[config.mk]
export PLATFORM = sky130hd
export DESIGN_NAME = mips_multi_cycle_ctrl
export DESIGN_NICKNAME = d
export VERILOG_FILES = /design/src/rtl/mips_multi_cycle_ctrl.sv
export SDC_FILE = /design/constraint.sdc
export NUM_CORES = 1
export LEC_CHECK = 0
export ABC_AREA = 1
export CORE_MARGIN = 2
export CORE_UTILIZATION = 29
export CTS_CLUSTER_SIZE = 12
export DETAILED_ROUTE_END_ITERATION = 16
export PLACE_DENSITY = 0.76
export SKIP_CTS_REPAIR_TIMING = 1
export SYNTH_ARGS = -nofsm -noshare
export SYNTH_HDL_FRONTEND = slang
export SYNTH_SLANG_ARGS = --single-unit
[constraint.sdc]
create_clock -name clk -period 1 [get_ports clk]
set_input_delay 0.15 -clock clk [delete_from_list [all_inputs] [get_ports clk]]
set_output_delay 0.15 -clock clk [all_outputs]
set_load 0.005 [all_outputs]
[src/rtl/mips_multi_cycle_ctrl.sv]
// Multi-cycle MIPS main control: IF/ID/EX/MEM/WB sequencing, 2-5 cycles per instruction.
// Outputs are combinational from state and inputs; IF and MEM hold until Mem_Ready.
module mips_multi_cycle_ctrl (
  input  logic        clk,
  input  logic        rst,
  input  logic [31:0] Instruction,
  input  logic        Zero,
  input  logic        Mem_Ready,
  output logic [2:0]  State,
  output logic        PC_Write,
  output logic [1:0]  PC_Src,
  output logic        IorD,
  output logic        MemRead,
  output logic        MemWrite,
  output logic        IR_Write,
  output logic        RegWrite,
  output logic [1:0]  RegDst,
  output logic [1:0]  MemtoReg,
  output logic [1:0]  ALUSrcA,
  output logic [2:0]  ALUSrcB,
  output logic [2:0]  ALUop
);

  typedef enum logic [2:0] {
    S_IF  = 3'd0,
    S_ID  = 3'd1,
    S_EX  = 3'd2,
    S_MEM = 3'd3,
    S_WB  = 3'd4
  } state_t;

  localparam logic [2:0] ALU_AND  = 3'b000;
  localparam logic [2:0] ALU_OR   = 3'b001;
  localparam logic [2:0] ALU_ADD  = 3'b010;
  localparam logic [2:0] ALU_LUI  = 3'b011;
  localparam logic [2:0] ALU_SLTU = 3'b100;
  localparam logic [2:0] ALU_SLL  = 3'b101;
  localparam logic [2:0] ALU_SUB  = 3'b110;
  localparam logic [2:0] ALU_SLT  = 3'b111;

  state_t state_q, state_d;

  logic [5:0] opcode, funct;
  logic       is_rtype, is_r_alu, is_sll, is_jr;
  logic       is_addiu, is_slti, is_sltiu, is_lui, is_lw, is_sw, is_beq, is_bne;
  logic       is_j, is_jal, is_i_alu, supported;
  logic [2:0] r_aluop;
  logic       unused_instr_bits;

  assign opcode = Instruction[31:26];
  assign funct  = Instruction[5:0];
  assign unused_instr_bits = ^Instruction[25:6];

  always_comb begin
    is_rtype = (opcode == 6'h00);
    is_sll   = is_rtype && (funct == 6'h00);
    is_jr    = is_rtype && (funct == 6'h08);
    r_aluop  = ALU_ADD;
    is_r_alu = 1'b0;
    if (is_rtype) begin
      is_r_alu = 1'b1;
      case (funct)
        6'h21:   r_aluop = ALU_ADD;
        6'h23:   r_aluop = ALU_SUB;
        6'h24:   r_aluop = ALU_AND;
        6'h25:   r_aluop = ALU_OR;
        6'h2A:   r_aluop = ALU_SLT;
        6'h2B:   r_aluop = ALU_SLTU;
        default: is_r_alu = 1'b0;
      endcase
    end
    is_addiu  = (opcode == 6'h09);
    is_slti   = (opcode == 6'h0A);
    is_sltiu  = (opcode == 6'h0B);
    is_lui    = (opcode == 6'h0F);
    is_lw     = (opcode == 6'h23);
    is_sw     = (opcode == 6'h2B);
    is_beq    = (opcode == 6'h04);
    is_bne    = (opcode == 6'h05);
    is_j      = (opcode == 6'h02);
    is_jal    = (opcode == 6'h03);
    is_i_alu  = is_addiu | is_slti | is_sltiu | is_lui;
    supported = is_r_alu | is_sll | is_jr | is_i_alu | is_lw | is_sw | is_beq | is_bne;
  end

  always_comb begin
    state_d = S_IF;
    case (state_q)
      S_IF:  state_d = Mem_Ready ? S_ID : S_IF;
      S_ID:  state_d = (!is_j && !is_jal && supported) ? S_EX : S_IF;
      S_EX: begin
        if (is_jr || is_beq || is_bne) state_d = S_IF;
        else if (is_lw || is_sw)       state_d = S_MEM;
        else                           state_d = S_WB;
      end
      S_MEM: begin
        if (!Mem_Ready) state_d = S_MEM;
        else            state_d = is_lw ? S_WB : S_IF;
      end
      S_WB:    state_d = S_IF;
      default: state_d = S_IF;
    endcase
  end

  always_ff @(posedge clk) begin
    if (rst) state_q <= S_IF;
    else     state_q <= state_d;
  end

  assign State = state_q;

  always_comb begin
    PC_Write = 1'b0;
    PC_Src   = 2'b00;
    IorD     = 1'b0;
    MemRead  = 1'b0;
    MemWrite = 1'b0;
    IR_Write = 1'b0;
    RegWrite = 1'b0;
    RegDst   = 2'b00;
    MemtoReg = 2'b00;
    ALUSrcA  = 2'b00;
    ALUSrcB  = 3'b000;
    ALUop    = ALU_AND;
    case (state_q)
      S_IF: begin
        MemRead  = 1'b1;
        ALUSrcB  = 3'b001;
        ALUop    = ALU_ADD;
        IR_Write = Mem_Ready;
        PC_Write = Mem_Ready;
      end
      S_ID: begin
        // Branch target is precomputed here so EX only has to compare.
        ALUSrcB = 3'b011;
        ALUop   = ALU_ADD;
        if (is_j || is_jal) begin
          PC_Write = 1'b1;
          PC_Src   = 2'b10;
        end
        if (is_jal) begin
          RegWrite = 1'b1;
          RegDst   = 2'b10;
          MemtoReg = 2'b10;
        end
      end
      S_EX: begin
        if (is_sll) begin
          ALUSrcA = 2'b10;
          ALUSrcB = 3'b100;
          ALUop   = ALU_SLL;
        end else if (is_jr) begin
          PC_Write = 1'b1;
          PC_Src   = 2'b11;
        end else if (is_r_alu) begin
          ALUSrcA = 2'b01;
          ALUop   = r_aluop;
        end else if (is_beq || is_bne) begin
          ALUSrcA  = 2'b01;
          ALUop    = ALU_SUB;
          PC_Src   = 2'b01;
          PC_Write = is_beq ? Zero : !Zero;
        end else begin
          ALUSrcA = 2'b01;
          ALUSrcB = 3'b010;
          if (is_slti)       ALUop = ALU_SLT;
          else if (is_sltiu) ALUop = ALU_SLTU;
          else if (is_lui)   ALUop = ALU_LUI;
          else               ALUop = ALU_ADD;
        end
      end
      S_MEM: begin
        IorD     = 1'b1;
        MemRead  = is_lw;
        MemWrite = is_sw;
      end
      S_WB: begin
        RegWrite = 1'b1;
        if (is_rtype)   RegDst   = 2'b01;
        else if (is_lw) MemtoReg = 2'b01;
      end
      default: ;
    endcase
    // Reset overrides every architectural strobe so an abandoned instruction leaves no trace.
    if (rst) begin
      PC_Write = 1'b0;
      IR_Write = 1'b0;
      RegWrite = 1'b0;
      MemRead  = 1'b0;
      MemWrite = 1'b0;
    end
  end

endmodule

==> results by group <==
Logic synthesis
  – Multiplexer share of the synthesized area: 0%
  – Register area share after synthesis: approximately 8.5%
  – Area fraction in compound gates after synthesis: 12.5%
  – Biggest area contributors in the synthesized netlist: nand2_1 (14%), inv_1 (12%), dfxtp_1 (8.5%)
  – Basic-gate share of the synthesized area counting and, or, nand and nor cells: a little over 60%
  – Largest family of logic cells by synthesized area: simple AND/OR/NAND/NOR gates
  – Commonest register cell after synthesis: dfxtp_1
  – Post-synthesis cell type with the largest combined area: nand2_1
  – Asr flop ratio synth: 0%
  – Post-Synth XOR/XNOR Area: ~1.2%
  – Post-Synthesis Cell Area: ~710 um^2
  – Register bit count reported by yosys: 3
  – Post-Syn Nets: 162
  – Yosys top cell area share: 13.8%
  – Number of different library cells in the post-synthesis netlist: 27
  – Most used standard cells in the synthesized netlist: nand2_1 (26), inv_1 (22), nor2_1 (15), nand3_1 (11), nor2_2 (9)
  – Syn_area_per_cell: between 5 and 6 um^2
  – Number of warnings printed during yosys synthesis: 0
  – Adder and majority cell fraction of the synthesized area: 0%
  – Instance count of the mapped netlist: about 130
  – Number of enable flip-flop cells after synthesis: 0
  – Dominant cell by count in the synthesized netlist: nand2_1

Cells and area
  – Count of antenna diodes in the layout: 0
  – Max FFs per register: 3
  – Number of nets in the layout: around 250
  – Area added between synthesis and finish: 137%
  – Sequential standard cell area: 71.3 um^2
  – Post-route core utilization: between 70% and 80%
  – Filler Cells Inserted: 171
  – Share of final-layout standard cells stronger than drive strength 1: a little under two thirds
  – Layout Cell Area excl Fill: between 1500 and 2000 um^2
  – Area of the multi-input gates: 683 um^2

Clock network
  – Clock-pin slew of the registers on the worst-case setup and hold paths: approximately 0.04 ns
  – Clock insertion delay at the later pin of the skew report: between 0.2 and 0.25 ns
  – CTS Root Buffer Type: clkbuf_4
  – Clock buffer count from CTS: 3
  – Count of clock tree sinks: 3
  – CTS tree: done
  – Buffers from clock root to sink, at most: 2
  – Count of H-tree levels built during CTS: 1

Routing
  – Initial DRC Count: 28
  – Total via count in the routed design: 1181
  – Via/cell ratio: 4.86
  – Drt first pass iters: 4
  – WL final: approximately 3300 um
  – Average routed wire per standard cell: 13.4 um
  – Post-route ant nets: 0
  – DRC violation count after routing: 0

STA
  – PnR worst setup slack: -0.578 ns
  – Final critical-path share of the clock period: 158%
  – Clock skew after layout: 0.00120 ns
  – Actual transition at the worst max-transition pin: about 0.25 ns
  – Final setup viols: 23
  – Final number of max-transition violations: 0
  – Post-Route Hold Slack: approximately 0.63 ns
  – Shortest clock period the worst path allows after layout: roughly 1.6 ns
  – Setup repair after global routing missed its margin: yes
  – Slew margin rel.: 83.0%
  – Fmax: ~630 MHz
  – Final hold violation count: 0

Worst setup path
  – Arr. time, crit path: approximately 1.4 ns
  – Startpoint type of the worst setup path: flop
  – Critical path class: reg2out
  – Largest driver fanout on the critical path: 5
  – Required time at the endpoint of the critical path: ~0.85 ns
  – Critical Path Sink Type: primary output

Min path
  – Worst hold path type: in2reg

Floorplan
  – Die outline height: roughly 53 um
  – Effective utilization at floorplan: 31.5%
  – Rows: 17
  – Number of top-level pins: 59
  – Floorplan Core Area: 2250 um^2
  – DIE WIDTH: between 50 and 60 um
  – Die footprint: approximately 2900 um^2

Pwr
  – Total power draw: between 600 and 700 uW
  – Power density over the cells: approximately 400 nW/um^2
  – Largest vdd supply drop: roughly 0.6 mV
  – Leak Pwr: 0.000957 uW

Place
  – Area post-placement: 1440 um^2
  – Placer's final routability congestion estimate: approximately 0.84
  – Buffers on Ports: 38
  – Total half-perimeter wirelength after legalization and detailed placement: approximately 2200 um

Global route
  – First-pass GRT wire length: approximately 4300 um
  – Grt total ovfl: 0
  – Number of antenna violations at the first check in global routing: 0
  – Maximum number of pins on one net before global-route repair: 7
  – Number of global-route vias before repair: ~1100
  – Aggregate global-route resource usage: between 10% and 20%

Run status
  – Result of the run: complete, but fails checks
  – Failing checks: setup timing

Job
  – Max-cap violations: 0
==> kinds of logic after synthesis <==
group / count (synthesis)
flops: 3
buf+inv: 31
xor+xnor: 1
simple gates: 79
compound gates: 12
==> placed cells by master, fill, tap and decap left out <==
cell and count:
o31ai_1 1, nor3_1 3, inv_4 3, dlymetal6s2s_1 11
inv_6 1, nand2_1 17, clkdlybuf4s50_1 3, buf_12 1
clkbuf_2 9, o2111ai_1 2, o21ai_2 1, a21oi_2 4
nor2_2 7, nand2_4 2, nor2_1 8, o22ai_1 1
o21ai_1 1, dfxtp_4 3, inv_1 16, inv_2 9
clkbuf_4 3, a22oi_2 1, buf_4 35, buf_2 10
nor3_4 1, nand3_1 7, nand4_1 4, nand3_2 3
nor2_4 11, clkbuf_1 1, clkinv_4 1, nand2_2 9
xnor2_1 1, buf_6 17, o21a_1 1, nand3b_1 1
nand3_4 6
==> worst paths after layout <==
| path | to | slack, ns | from | depth (start not counted) |
|---|---|---|---|---|
| hold / removal | State[1] | 0.63 | Instruction[27] | 6 |
| setup / recovery | PC_Write | -0.58 | State[2] | 8 |
| setup reg to reg | State[2] | -0.37 | State[1] | 9 |
| hold reg to reg | State[1] | 0.65 | State[0] | 4 |
==> cell type report <==
type                    instances  share of cell area, %
repair buffers                 86                   43.8
inverters                      30                   7.73
flip-flops and latches          3                   4.24
clock buffers                   4                   1.56
well taps                      28                   2.08
multi-input cells              92                   40.6
==> metal layers <==
layer | track usage, % | share of wire [%]
met1 | 21.5 | 39
met2 | 38.3 | 51
met3 | 2.54 | 6.0
met4 | 8.12 | 4.2
met5 | 0 | 0
==> power breakdown <==
group	leakage [uW]	total, uW	internal (uW)	switching, uW
logic	0.000915	334	165	170
registers	0.0000267	125	118	7.09
clock network	0.0000150	215	150	65.7
total	0.000957	675	432	242
==> through the flow <==
step / cells / setup WS (ns) / TNS [ns]
final: 243 / -0.578 / -9.65
after global routing: 243 / -0.662 / -11.15
after CTS: 227 / -1.19 / -21.44
after detailed placement: 223 / -1.18 / -20.74
after global placement: 223 / -1.12 / -19.83
after floorplan: 126 / -0.174 / -0.743
==> worst max-delay path: stages, from the launching register on <==
cell,delay [ns]
dfxtp_4,0.37
inv_4,0.08
nand3_4,0.11
inv_4,0.10
nand2_2,0.07
o2111ai_1,0.22
nand2_1,0.08
inv_1,0.05
dlymetal6s2s_1,0.11
No activity file was read; power rests on OpenSTA's default activity.
